--- config.mk ---
export PLATFORM = sky130hd
export DESIGN_NAME = hamming_dec_arbiter
export DESIGN_NICKNAME = d
export VERILOG_FILES = /design/src/rtl/hamming_dec_arbiter.sv
export SDC_FILE = /design/constraint.sdc
export NUM_CORES = 1
export LEC_CHECK = 0
export CELL_PAD_IN_SITES_DETAIL_PLACEMENT = 0
export CELL_PAD_IN_SITES_GLOBAL_PLACEMENT = 1
export CORE_UTILIZATION = 38
export CTS_BUF_LIST = sky130_fd_sc_hd__clkbuf_8 sky130_fd_sc_hd__clkbuf_16
export DETAILED_ROUTE_END_ITERATION = 7
export GPL_ROUTABILITY_DRIVEN = 0
export PLACE_DENSITY_LB_ADDON = 0.1
export SKIP_CTS_REPAIR_TIMING = 1
export SLEW_MARGIN = 20
export SYNTH_ARGS = -nofsm -noshare
export SYNTH_HDL_FRONTEND = slang
export SYNTH_SLANG_ARGS = --single-unit
export TNS_END_PERCENT = 20
--- constraint.sdc ---
create_clock -name clk_arb -period 5.15 [get_ports clk_arb]
set_input_delay 0.515 -clock clk_arb [delete_from_list [all_inputs] [get_ports clk_arb]]
set_output_delay 0.515 -clock clk_arb [all_outputs]
set_load 0.02 [all_outputs]
--- src/rtl/hamming_dec_arbiter.sv ---
// rtl/hamming_dec_arbiter.sv - round-robin arbiter sharing one Hamming(7,4) decoder; HAMMING_ARB_LOCK_EN adds req_lock
module hamming_dec_arbiter #(
    parameter int NUM_REQ = 4,
    parameter int ID_W    = 2,
    parameter int DEC_LAT = 1,
    parameter int CNT_W   = 8
) (
    input  logic                     clk_arb,
    input  logic                     rst_arb,
    input  logic [NUM_REQ-1:0]       req_valid,
    input  logic [7*NUM_REQ-1:0]     req_data,
`ifdef HAMMING_ARB_LOCK_EN
    input  logic [NUM_REQ-1:0]       req_lock,
`endif
    output logic [NUM_REQ-1:0]       req_ready,
    output logic [6:0]               dec_data,
    input  logic [2:0]               dec_err_bits,
    input  logic [3:0]               dec_out_data,
    input  logic                     clr_cnt,
    output logic                     rsp_valid,
    output logic [ID_W-1:0]          rsp_id,
    output logic [3:0]               rsp_data,
    output logic [2:0]               rsp_err,
    output logic                     rsp_corrected,
    output logic [CNT_W*NUM_REQ-1:0] err_cnt
);

    logic [ID_W-1:0]  ptr;
    logic [ID_W-1:0]  ptr_next;
    logic [ID_W-1:0]  grant_id;
    logic             grant_any;
    logic [6:0]       grant_word;
    logic [DEC_LAT:0] tag_valid;
    logic [ID_W-1:0]  tag_id [DEC_LAT+1];
    logic [CNT_W-1:0] cnt [NUM_REQ];

    // Two passes: requesters at/above the pointer first, then the wrapped-around ones.
    always_comb begin
        grant_any  = 1'b0;
        grant_id   = '0;
        grant_word = 7'b0;
        req_ready  = '0;
        for (int i = 0; i < NUM_REQ; i++) begin
            if (!rst_arb && !grant_any && req_valid[i] && (ID_W'(i) >= ptr)) begin
                grant_any    = 1'b1;
                grant_id     = ID_W'(i);
                grant_word   = req_data[7*i +: 7];
                req_ready[i] = 1'b1;
            end
        end
        for (int i = 0; i < NUM_REQ; i++) begin
            if (!rst_arb && !grant_any && req_valid[i]) begin
                grant_any    = 1'b1;
                grant_id     = ID_W'(i);
                grant_word   = req_data[7*i +: 7];
                req_ready[i] = 1'b1;
            end
        end
    end

    always_comb begin
        ptr_next = ptr;
        if (grant_any) begin
            ptr_next = (grant_id == ID_W'(NUM_REQ-1)) ? '0 : grant_id + 1'b1;
`ifdef HAMMING_ARB_LOCK_EN
            if (req_lock[grant_id]) begin
                ptr_next = grant_id;
            end
`endif
        end
    end

    always_ff @(posedge clk_arb) begin
        if (rst_arb) begin
            ptr           <= '0;
            dec_data      <= 7'b0;
            tag_valid     <= '0;
            rsp_valid     <= 1'b0;
            rsp_id        <= '0;
            rsp_data      <= 4'b0;
            rsp_err       <= 3'b0;
            rsp_corrected <= 1'b0;
        end else begin
            ptr          <= ptr_next;
            dec_data     <= grant_word;
            tag_valid[0] <= grant_any;
            tag_id[0]    <= grant_id;
            for (int s = 1; s <= DEC_LAT; s++) begin
                tag_valid[s] <= tag_valid[s-1];
                tag_id[s]    <= tag_id[s-1];
            end
            rsp_valid <= tag_valid[DEC_LAT];
            if (tag_valid[DEC_LAT]) begin
                rsp_id        <= tag_id[DEC_LAT];
                rsp_data      <= dec_out_data;
                rsp_err       <= dec_err_bits;
                rsp_corrected <= (dec_err_bits != 3'b0);
            end
        end
    end

    always_ff @(posedge clk_arb) begin
        for (int i = 0; i < NUM_REQ; i++) begin
            if (rst_arb || clr_cnt) begin
                cnt[i] <= '0;
            end else if (rsp_valid && rsp_corrected && (rsp_id == ID_W'(i)) && (cnt[i] != {CNT_W{1'b1}})) begin
                cnt[i] <= cnt[i] + 1'b1;
            end
        end
    end

    always_comb begin
        err_cnt = '0;
        for (int i = 0; i < NUM_REQ; i++) begin
            err_cnt[CNT_W*i +: CNT_W] = cnt[i];
        end
    end

endmodule

Yosys cells after proc, flatten, opt, wreduce, memory -nomap -nowiden --
Memory sizes are Yosys's and may differ from the RTL's. A register that Yosys moved wholly into a read port is not among the register bits. Index checks and enable logic that the tools add are counted.
Word-level totals: register bits after elaboration 20, bits in writable memories 36, bits of input ports 42, output and inout bits 54, word-level logic and storage cells 119, memories kept 2
Memories:
- cnt | words 4, bits a word 8, read ports 4, clocked after memory_dff 0, write ports 4, line 35 | logic [CNT_W-1:0] cnt [NUM_REQ];
- tag_id | words 2, bits a word 2, read ports 2, clocked after memory_dff 1, write ports 2, line 34 | logic [ID_W-1:0] tag_id [DEC_LAT+1];
Operators by class: add/subtract/negate cells 5, $lt $le $gt $ge 4, equality and inequality tests 8, mux-type cells 50, bitwise logic cells 4, reduce and logical (&&, ||, !) cells 39
Operators with widths (count):
- $mux 7 | 8
- $add 8x1->8 const B | 4
- $mux 8 | 4
- $ne 8x8->1 const B | 4
- $mux 1 | 31
- $logic_and 1x1->1 | 28
- $mux 2 | 7
- $logic_not 1->1 | 8
- $eq 2x2->1 const B | 3
- $ge 1x2->1 const A | 2
- $ge 2x2->1 const A | 2
- $or 1x1->1 | 4
- $reduce_bool 3->1 | 1
- $add 2x1->2 const B | 1
- $eq 2x1->1 const B | 1
- $logic_not 2->1 | 1
- $logic_or 1x1->1 | 1

Depth between registers and ports, before layout --
Gate-level depths: netlist of run 1.
word-level depth 37, depth in mapped cells 7, gate-level depth less buffers 6

Worst setup path after synthesis of run 1 --
No wires, ideal clock.
path kind reg2reg, start memory cnt[0][0], end memory cnt[0][0] (enable), data arrival time 1.944 ns, data required time 4.766 ns, path slack 2.822 ns, cell stages (with the launch flop) 6, buffers on the path 0, cells stage by stage edfxtp_1 -> ha_1 -> nand3_1 -> nor2_1 -> a311o_1 -> o21ai_0
RTL lines (line):
- start, declared | 35

Worst setup path after layout of run 1 --
start input req_valid[3], end output req_ready[2]
On the way: word-level cells in the longest chain between the ends 15
RTL lines:
- start, declared | line 10 | input logic [NUM_REQ-1:0] req_valid,
- $logic_and 1x1->1 * (2 in series) | line 44 | if (!rst_arb && !grant_any && req_valid[i] && (ID_W'(i) >= ptr)) begin
- $mux 1 * | line 44
- $logic_not 1->1 | line 52 | if (!rst_arb && !grant_any && req_valid[i]) begin
- $logic_and 1x1->1 (2 in series) | line 52
- $mux 1 * | line 52
- $logic_not 1->1 | line 52
- $logic_and 1x1->1 (2 in series) | line 52
- $mux 1 * | line 52
- $logic_not 1->1 * | line 52
- $logic_and 1x1->1 * (2 in series) | line 52
- $mux 1 * | line 52
- end, declared | line 15 | output logic [NUM_REQ-1:0] req_ready,
Every way passes the cells marked *; elsewhere a longest branch is shown, timed or not.

==> results of run 1 <==
==> flip-flops by register name, summed over array words and instances, names as in the netlist, 2 cells and up <==
signal     count
rsp_data       4
tag_valid      2
tag_id         4
cnt           32
dec_data       7
rsp_id         2
rsp_err        3
ptr            2
==> layer usage <==
layer | track usage [%] | share of wire (%) | wire length [um] | vias up
met2 | 26.6 | 43 | 3150 | 101
li1 | - | - | - | 1279
met4 | 8.99 | 1.9 | 135 | 0
met1 | 25.8 | 48 | 3510 | 1139
met3 | 3.60 | 6.3 | 453 | 12
met5 | 0 | 0 | 0 | -
==> how the worst max path moves through the flow <==
stage | startpoint | to | slack (ns)
finish | req_valid[3] | req_ready[2] | 1.62
global placement | req_valid[3] | req_ready[2] | 1.71
floorplan | cnt[0][0]$_SDFFCE_PN0P_ | cnt[0][0]$_SDFFCE_PN0P_ | 2.82
CTS | req_valid[3] | req_ready[2] | 1.66
detailed placement | req_valid[3] | req_ready[2] | 1.67
global route | req_valid[3] | req_ready[2] | 1.42
==> logic make-up (layout without fill, tap and decap cells) <==
family	count (synthesis)	in the layout	share of synthesized area, %
AOI/OAI and AO/OA	56	56	13.4
and+or+nand+nor	129	129	21.2
DFF	58	58	50.6
adders and majority gates	4	4	1.66
buffers and inverters	21	122	2.87
muxes	10	10	3.33
xor gates and xnor gates	24	24	6.99
==> Yosys cell counts (3+ instances only) <==
| library cell | n |
|---|---|
| xor2_1 | 15 |
| a21oi_1 | 14 |
| a22oi_1 | 3 |
| a21boi_1 | 3 |
| nand3_1 | 13 |
| or2_2 | 3 |
| o21ai_0 | 7 |
| mux2i_1 | 10 |
| buf_2 | 6 |
| o22ai_1 | 4 |
| nand2_1 | 26 |
| inv_1 | 9 |
| nor2_1 | 55 |
| xnor2_1 | 9 |
| nor4_1 | 3 |
| clkbuf_1 | 3 |
| a221oi_1 | 4 |
| a211oi_1 | 4 |
| ha_1 | 4 |
| edfxtp_1 | 36 |
| dfxtp_1 | 22 |
| a211o_1 | 3 |
| a221o_1 | 3 |
| nor2b_1 | 5 |
| and3_1 | 3 |
==> cell usage in the layout (no fill, tap or decap), types with 3 or more instances in the layout <==
cell              n
xnor2_1           9
clkbuf_8         10
a221oi_1          4
nor2b_1           5
a21boi_1          3
and3_1            3
dfxtp_1          22
a211oi_1          4
or2_2             3
nand3_1          13
nor4_1            3
a21oi_1          14
ha_1              4
o21ai_0           4
inv_1             9
edfxtp_1         36
mux2i_1          10
clkdlybuf4s50_1  95
a211o_1           3
nor2_1           55
nand2_1          26
xor2_1           15
o22ai_1           4
a221o_1           3
a22oi_1           3
o21ai_1           3
==> power breakdown <==
part	switching [mW]	internal (mW)
Sequential	0.0256	0.519
Combinational	0.0898	0.0976
Clock	0.194	0.286
==> per-stage QoR <==
| stage | power, mW | hold slack [ns] | area (um2) | instances | utilization (%) |
|---|---|---|---|---|---|
| 6_report | 1.21 | 0.432 | 4270 | 505 | 55.6 |
| 5_1_grt | 1.26 | 0.452 | 4270 | 505 | 55.6 |
| 4_1_cts | 1.22 | 0.436 | 4270 | 505 | 55.6 |
| 3_5_place_dp | 0.742 | 0.420 | 4050 | 489 | 52.6 |
| 3_3_place_gp | 0.742 | 0.403 | 4050 | 489 | 52.6 |
| 2_1_floorplan | 0.644 | 0.400 | 3010 | 302 | - |
==> worst max-delay path, delay by kind of cell <==
family | cells | cell delay [ns]
buffers and inverters | 3 | 1.32
AND/OR/NAND/NOR | 4 | 1.18
==> layout make-up <==
type	instances	area (um2)	area share, %
flip-flops and latches	58	1520	35.6
multi-input cells	223	1400	32.8
repair buffers	96	958	22.4
clock buffers	10	138	3.22
well taps	102	128	2.99
clock inverters	6	88.8	2.08
inverters	10	37.5	0.878
==> impl_metrics.csv, run 1 <==
group,metric,value,unit
yosys,ys_ff_latch,58,
power,powerDensity,284,mW/mm2
yosys,synth_ff_type,"edfxtp_1",
yosys,synthesis.nets,348,
placement,pre_cts_ws,1.67,ns
critical_path,cp_max_fo,12,
critical_path,crit_required,4.64,ns
floorplanning,design.die.area,0.00828,mm2
yosys,synth_area_per_cell,9.96,um2
timing,rsz0062_at_grt,"false",
cts,numCtsBuffers,9,
timing,worst_slew_pin_slew,0.711,ns
timing,fin_setup_tns,0,ns
finish,nets,444,
cts,cts_tree,"done",
yosys,synth_area,0.00301,mm2
grt,grt_pass1_vias,2371,
timing,setup_viol,0,
critical_path,critPathKind,"in -> out",
status,status,"completed",
cts,cts_sinks,58,
floorplanning,std_cell_rows,32,
routing,ant_nets,0,
hold_path,timing.hold.worst_path_depth,0,
routing,vias,2531,
timing,finalMaxSlewViolations,0,
routing,routedWlPerCell,14.3,um
critical_path,rrSetupSlack,2.94,ns
yosys,yosysSeqAreaShare,50.6,%
routing,route.detailed.drc,0,
yosys,yosysWarnings,0,
routing,drt-total-wl,7.25,mm
grt,grt_max_degree,18,
finish,area_delta_synth_final,42.0,%
floorplanning,die_x,91.0,um
floorplanning,io_pins,96,
critical_path,cp_data_arrival_time,3.02,ns
power,vdd_ir_drop_max,0.128,mV
yosys,async_flop_share,0,%
critical_path,cpPeakStageDelay,0.66,ns
cts,cts_max_path_buffers,2,
timing,relSlewSlack,52.3,%
hold_path,min_from,"tag_id[0][0]$_DFFE_PN_",
cts,clk_latency,0.34,ns
critical_path,crit_path_end_kind,"primary output",
yosys,synth_top_area_cell,"edfxtp_1",
yosys,synth_top_area_share,35.9,%
yosys,syn_inst,302,
grt,grt-ovfl-total,0,
timing,clock.fmax,0.283,GHz
placement,dp_hpwl,5.34,mm
critical_path,slowest_stage,"clkdlybuf4s50_1",
yosys,synth_edf_count,36,
finish,fillerInstances,692,
yosys,yosys-top-cells-area,"edfxtp_1 (36%), dfxtp_1 (15%), nor2_1 (6.9%)",
cts,clk_pin_slew_worst_paths,0.06,ns
timing,period_needed,3.53,ns
cts,cts_htree_levels,3,
grt,grt_pass1_wl,11.7,mm
hold_path,hold_path_class,"reg -> reg",
power,p_leak,1.53,nW
critical_path,cp-start-kind,"primary input",
grt,grtUsageTotal,18.3,%
critical_path,cp_common_cell,"clkdlybuf4s50_1",
critical_path,rr_startpoint,"cnt[0][0]$_SDFFCE_PN0P_",
critical_path,timing.rr.end,"cnt[0][2]$_SDFFCE_PN0P_",
placement,io_buffers,95,
routing,via_per_inst,5.01,
floorplanning,chipHeight,91.0,um
hold_path,min_to,"tag_id[1][0]$_DFFE_PN_",
yosys,synthDistinctLibCells,54,
timing,setup_slack,1.62,ns
critical_path,critical_path.cell_chain,"clkdlybuf4s50_1 > nor2_1 > nand4b_1 > nor2_4 > nor2_2 > inv_1 > clkdlybuf4s50_1",
timing,clock_skew,0.0131,ns
routing,first_iter_violations,100,
critical_path,r2r_cells,5,
cts,cts_root_buf,"clkbuf_8",
routing,dr.pass1.iters,6,
timing,min_period_over_period,68.6,%
finish,diodes,0,
grt,antenna_found_initial,0,
floorplanning,coreArea,0.00769,mm2
finish,drive_above_1_share,7.94,%
flow_run,max_cap_viol_count,0,
timing,hold_violations,0,
floorplanning,initial_core_util,39.1,%
Power figures use the tool's default switching activity.
==> run 2, diff against run 1 <==
- CORE_UTILIZATION: 38 -> 31
- clock period: 5.15 -> 2.95 ns (I/O delays scaled with it)
==> impl_metrics.csv, run 2 (synthesized netlist as in run 1, its figures left out) <==
group,metric,value,unit
hold_path,min_from,"tag_id[0][0]$_DFFE_PN_",
finish,final_cell_mix,"clkdlybuf4s50_1 (95), nor2_1 (55), edfxtp_1 (36)",
grt,grtUsageTotal,14.4,%
grt,antenna_found_initial,0,
power,comb_power_share,16.0,%
grt,grt-ovfl-total,0,
hold_path,hold_path_class,"reg -> reg",
cts,cts_sinks,58,
timing,fin_setup_tns,0,ns
cts,cts_tree,"done",
critical_path,rr_startpoint,"cnt[1][0]$_SDFFCE_PN0P_",
timing,finalMaxSlewViolations,0,
power,finalPower,2.09,mW
placement,io_buffers,95,
floorplanning,coreArea,0.00933,mm2
grt,grt_pass1_vias,2328,
critical_path,cp_max_fo,14,
timing,period_needed,2.81,ns
power,p_int,1.58,mW
timing,relSlewSlack,49.7,%
critical_path,r2r_cells,5,
power,seqPwrFrac,45.5,%
finish,nets,453,
power,p_clk_share,38.5,%
critical_path,cp_data_arrival_time,2.51,ns
power,vdd_ir_drop_max,0.215,mV
finish,largestRegisters,"cnt (32), dec_data (7)",
finish,drive_above_1_share,9.47,%
timing,worst_slew_pin_slew,0.749,ns
critical_path,critPathKind,"reg -> out",
routing,via_per_inst,4.69,
status,status,"completed",
finish,diodes,0,
floorplanning,std_cell_rows,35,
finish,largest_register_ffs,32,
placement,dp_hpwl,5.41,mm
critical_path,crit_required,2.65,ns
timing,rsz0062_at_grt,"false",
critical_path,rrSetupSlack,0.83,ns
floorplanning,io_pins,96,
floorplanning,chipHeight,101,um
finish,regMostFlops,"cnt",
critical_path,timing.rr.end,"cnt[1][5]$_SDFFCE_PN0P_",
cts,cts_root_buf,"clkbuf_8",
hold_path,timing.hold.worst_path_depth,0,
hold_path,min_to,"tag_id[1][0]$_DFFE_PN_",
critical_path,crit_path_end_kind,"primary output",
cts,clk_pin_slew_worst_paths,0.06,ns
grt,grt_max_degree,24,
routing,vias,2538,
power,switching_share,24.4,%
power,powerDensity,478,mW/mm2
finish,layout_commonest_cell,"clkdlybuf4s50_1",
flow_run,max_cap_viol_count,0,
routing,dr.pass1.iters,4,
timing,hold_violations,0,
timing,setup_viol,0,
timing,clock_skew,0.0164,ns
cts,cts_htree_levels,3,
routing,route.detailed.drc,0,
routing,routedWlPerCell,13.2,um
critical_path,cp-start-kind,"flop",
floorplanning,die_x,101,um
routing,drt-total-wl,7.13,mm
timing,min_period_over_period,95.2,%
floorplanning,design.die.area,0.0101,mm2
grt,grt_pass1_wl,11.1,mm
routing,first_iter_violations,75,
timing,clock.fmax,0.356,GHz
cts,numCtsBuffers,9,
cts,clk_latency,0.34,ns
routing,ant_nets,0,
floorplanning,initial_core_util,32.3,%
power,switchingPower,0.510,mW
finish,area_delta_synth_final,45.2,%
finish,fillerInstances,920,
cts,cts_max_path_buffers,2,
power,p_leak,1.58,nW
[run 2: cell types whose count changed in the layout (fill, tap and decap cells not counted), moves of 2 or more]
cell,delta
buf_4,+9
inv_1,+2
o21ai_0,+2
o21ai_1,-2
[run 2: power groups by stage]
stage	Combinational, mW	Sequential (mW)	Clock [mW]
floorplan	0.121	1.00	0
global placement	0.336	0.969	0
detailed placement	0.336	0.969	0
CTS	0.337	0.951	0.831
global route	0.357	0.957	0.866
finish	0.334	0.950	0.804
[run 2: per-stage QoR]
stage / setup slack, ns / hold WS, ns / instance area (um2) / std cells / util, %
3_3_place_gp: 0.229 / 0.403 / 4150 / 525 / 44.5
3_5_place_dp: 0.265 / 0.413 / 4150 / 525 / 44.5
6_report: 0.142 / 0.424 / 4370 / 541 / 46.8
5_1_grt: 0.0232 / 0.444 / 4370 / 541 / 46.8
4_1_cts: 0.136 / 0.427 / 4370 / 541 / 46.8
2_1_floorplan: 0.622 / 0.400 / 3010 / 302 / -
[run 2: cell type report]
class / count / area, um2 / area share [%]
inverter: 10 / 37.5 / 0.859
clock buffer: 10 / 138 / 3.15
multi-input combinational: 223 / 1400 / 32.1
tap: 129 / 161 / 3.69
clock inverter: 6 / 83.8 / 1.92
timing repair buffer: 105 / 1030 / 23.5
sequential: 58 / 1520 / 34.8
[run 2: worst max path at each step]
stage,start,to,depth (start not counted)
global route,ptr[1]$_SDFFE_PP0P_,req_ready[2],6
detailed placement,req_valid[0],req_ready[2],7
finish,ptr[1]$_SDFFE_PP0P_,req_ready[2],6
global placement,req_valid[0],req_ready[2],7
CTS,ptr[1]$_SDFFE_PP0P_,req_ready[2],6
floorplan,cnt[0][0]$_SDFFCE_PN0P_,cnt[0][0]$_SDFFCE_PN0P_,5
[run 2: critical path: stages (launching register included)]
cell and delay (ns):
dfxtp_1 0.62, nor3b_2 0.12, or3_1 0.49, nor2_4 0.20
nor2_2 0.09, inv_1 0.06, clkdlybuf4s50_1 0.60
[run 2: metal layers]
layer	wire [um]	GRT usage, %
met5	0	0
met4	155	7.92
met3	259	2.91
met2	3380	23.6
met1	3340	17.7
==> run 3, diff against run 2 <==
- PLACE_DENSITY: default -> 0.79
- PLACE_DENSITY_LB_ADDON: 0.1 -> default
==> impl_metrics.csv, run 3 (synthesized netlist as in run 1, its figures left out) <==
group,metric,value,unit
timing,worst_slew_pin_slew,0.740,ns
timing,setup_slack,0.129,ns
critical_path,critPathKind,"reg -> out",
critical_path,rr_startpoint,"cnt[0][0]$_SDFFCE_PN0P_",
cts,cts_root_buf,"clkbuf_8",
timing,holdWs,0.420,ns
cts,clk_latency,0.34,ns
critical_path,crit_path_end_kind,"primary output",
grt,grt_max_degree,24,
timing,finalMaxSlewViolations,0,
cts,clk_pin_slew_worst_paths,0.06,ns
finish,final_area,0.00436,mm2
finish,postLayoutCoreUtil,46.7,%
placement,pre_cts_ws,0.233,ns
cts,cts_tree,"done",
critical_path,cp_max_fo,14,
grt,grt-ovfl-total,0,
finish,regMostFlops,"cnt",
grt,grt_pass1_wl,11.6,mm
floorplanning,coreArea,0.00933,mm2
power,p_leak,1.56,nW
critical_path,cp-start-kind,"flop",
critical_path,crit_required,2.65,ns
critical_path,timing.rr.end,"cnt[0][4]$_SDFFCE_PN0P_",
floorplanning,initial_core_util,32.3,%
power,vdd_ir_drop_max,0.238,mV
critical_path,critical_path.cell_chain,"nor3b_2 > or3_1 > nor2_4 > nor2_2 > inv_1 > clkdlybuf4s50_1",
routing,via_per_inst,4.84,
grt,grt_pass1_vias,2504,
cts,cts_max_path_buffers,2,
placement,dpl-instance-area,0.00413,mm2
timing,min_period_over_period,95.6,%
flow_run,max_cap_viol_count,0,
routing,ant_nets,0,
timing,period_needed,2.82,ns
routing,drt-total-wl,7.11,mm
placement,dp_hpwl,5.35,mm
grt,antenna_found_initial,0,
timing,relSlewSlack,50.4,%
floorplanning,chipHeight,101,um
cts,cts_htree_levels,3,
timing,clock_skew,0.0147,ns
floorplanning,design.die.area,0.0101,mm2
floorplanning,std_cell_rows,35,
cts,cts_sinks,58,
hold_path,min_to,"tag_id[1][1]$_DFFE_PN_",
critical_path,rrSetupSlack,0.76,ns
critical_path,cp_data_arrival_time,2.53,ns
routing,routedWlPerCell,13.2,um
floorplanning,die_x,101,um
critical_path,slowest_stage,"dfxtp_1",
finish,diodes,0,
floorplanning,io_pins,96,
critical_path,cpPeakStageDelay,0.63,ns
timing,fin_setup_tns,0,ns
timing,hold_violations,0,
hold_path,hold_path_class,"reg -> reg",
finish,final_cell_mix,"clkdlybuf4s50_1 (95), nor2_1 (55), edfxtp_1 (36)",
finish,nets,451,
critical_path,cp-startpoint,"ptr[1]$_SDFFE_PP0P_",
cts,numCtsBuffers,9,
grt,grtUsageTotal,14.7,%
finish,largestRegisters,"cnt (32), dec_data (7)",
routing,first_iter_violations,64,
timing,rsz0062_at_grt,"false",
power,powerDensity,483,mW/mm2
finish,layout_commonest_cell,"clkdlybuf4s50_1",
timing,clock.fmax,0.355,GHz
hold_path,timing.hold.worst_path_depth,0,
routing,vias,2611,
finish,drive_above_1_share,9.51,%
finish,area_delta_synth_final,44.8,%
routing,dr.pass1.iters,4,
finish,largest_register_ffs,32,
hold_path,min_from,"tag_id[0][1]$_DFFE_PN_",
critical_path,r2r_cells,5,
placement,io_buffers,95,
timing,setup_viol,0,
status,status,"completed",
routing,route.detailed.drc,0,
run 3: changes by cell type in the layout (fill, tap and decap cells not counted), sizes merged:
cell / previous run / this run
clkinvlp: 1 / 2
clkbuf: 10 / 9
buf: 10 / 8
clkinv: 1 / 2
inv: 12 / 11
run 3: cell type report:
cell class	instances	area [um2]
clock buffer	9	124
clock inverter	7	101
fill	915	4970
inverter	10	37.5
multi-input combinational	223	1400
sequential	58	1520
tap	129	161
timing repair buffer	103	1010
run 3: worst max-delay path by stage:
stage | slack, ns | endpoint | cells after the start
after floorplan | 0.62 | cnt[0][0]$_SDFFCE_PN0P_ | 5
after global placement | 0.27 | req_ready[2] | 7
after detailed placement | 0.23 | req_ready[3] | 6
after CTS | 0.16 | req_ready[2] | 6
after global routing | 0.03 | req_ready[2] | 6
final | 0.13 | req_ready[2] | 6
run 3: power by group:
| part | leakage (nW) | internal (mW) | switching, mW | total (mW) |
|---|---|---|---|---|
| logic | 0.876 | 0.176 | 0.157 | 0.333 |
| clock network | 0.106 | 0.480 | 0.339 | 0.820 |
| registers | 0.579 | 0.907 | 0.0447 | 0.951 |
| total | 1.56 | 1.56 | 0.541 | 2.10 |
run 3: critical path: cells and delay by family, from the launching register on:
family / cells / cell delay, ns
buffers and inverters: 2 / 0.65
AND/OR/NAND/NOR: 4 / 0.92
flip-flops: 1 / 0.63
run 3: per-layer routing:
layer	track usage, %	share of wire (%)	routed length (um)
met5	0	0	0
met4	5.02	1.2	88
met3	4.44	6.6	470
met2	23.9	46	3240
met1	18.6	47	3310
run 3: stage by stage:
step,total power [mW],std cells
2_1_floorplan,1.13,302
3_3_place_gp,1.30,523
3_5_place_dp,1.30,523
4_1_cts,2.13,539
5_1_grt,2.21,539
6_report,2.10,539
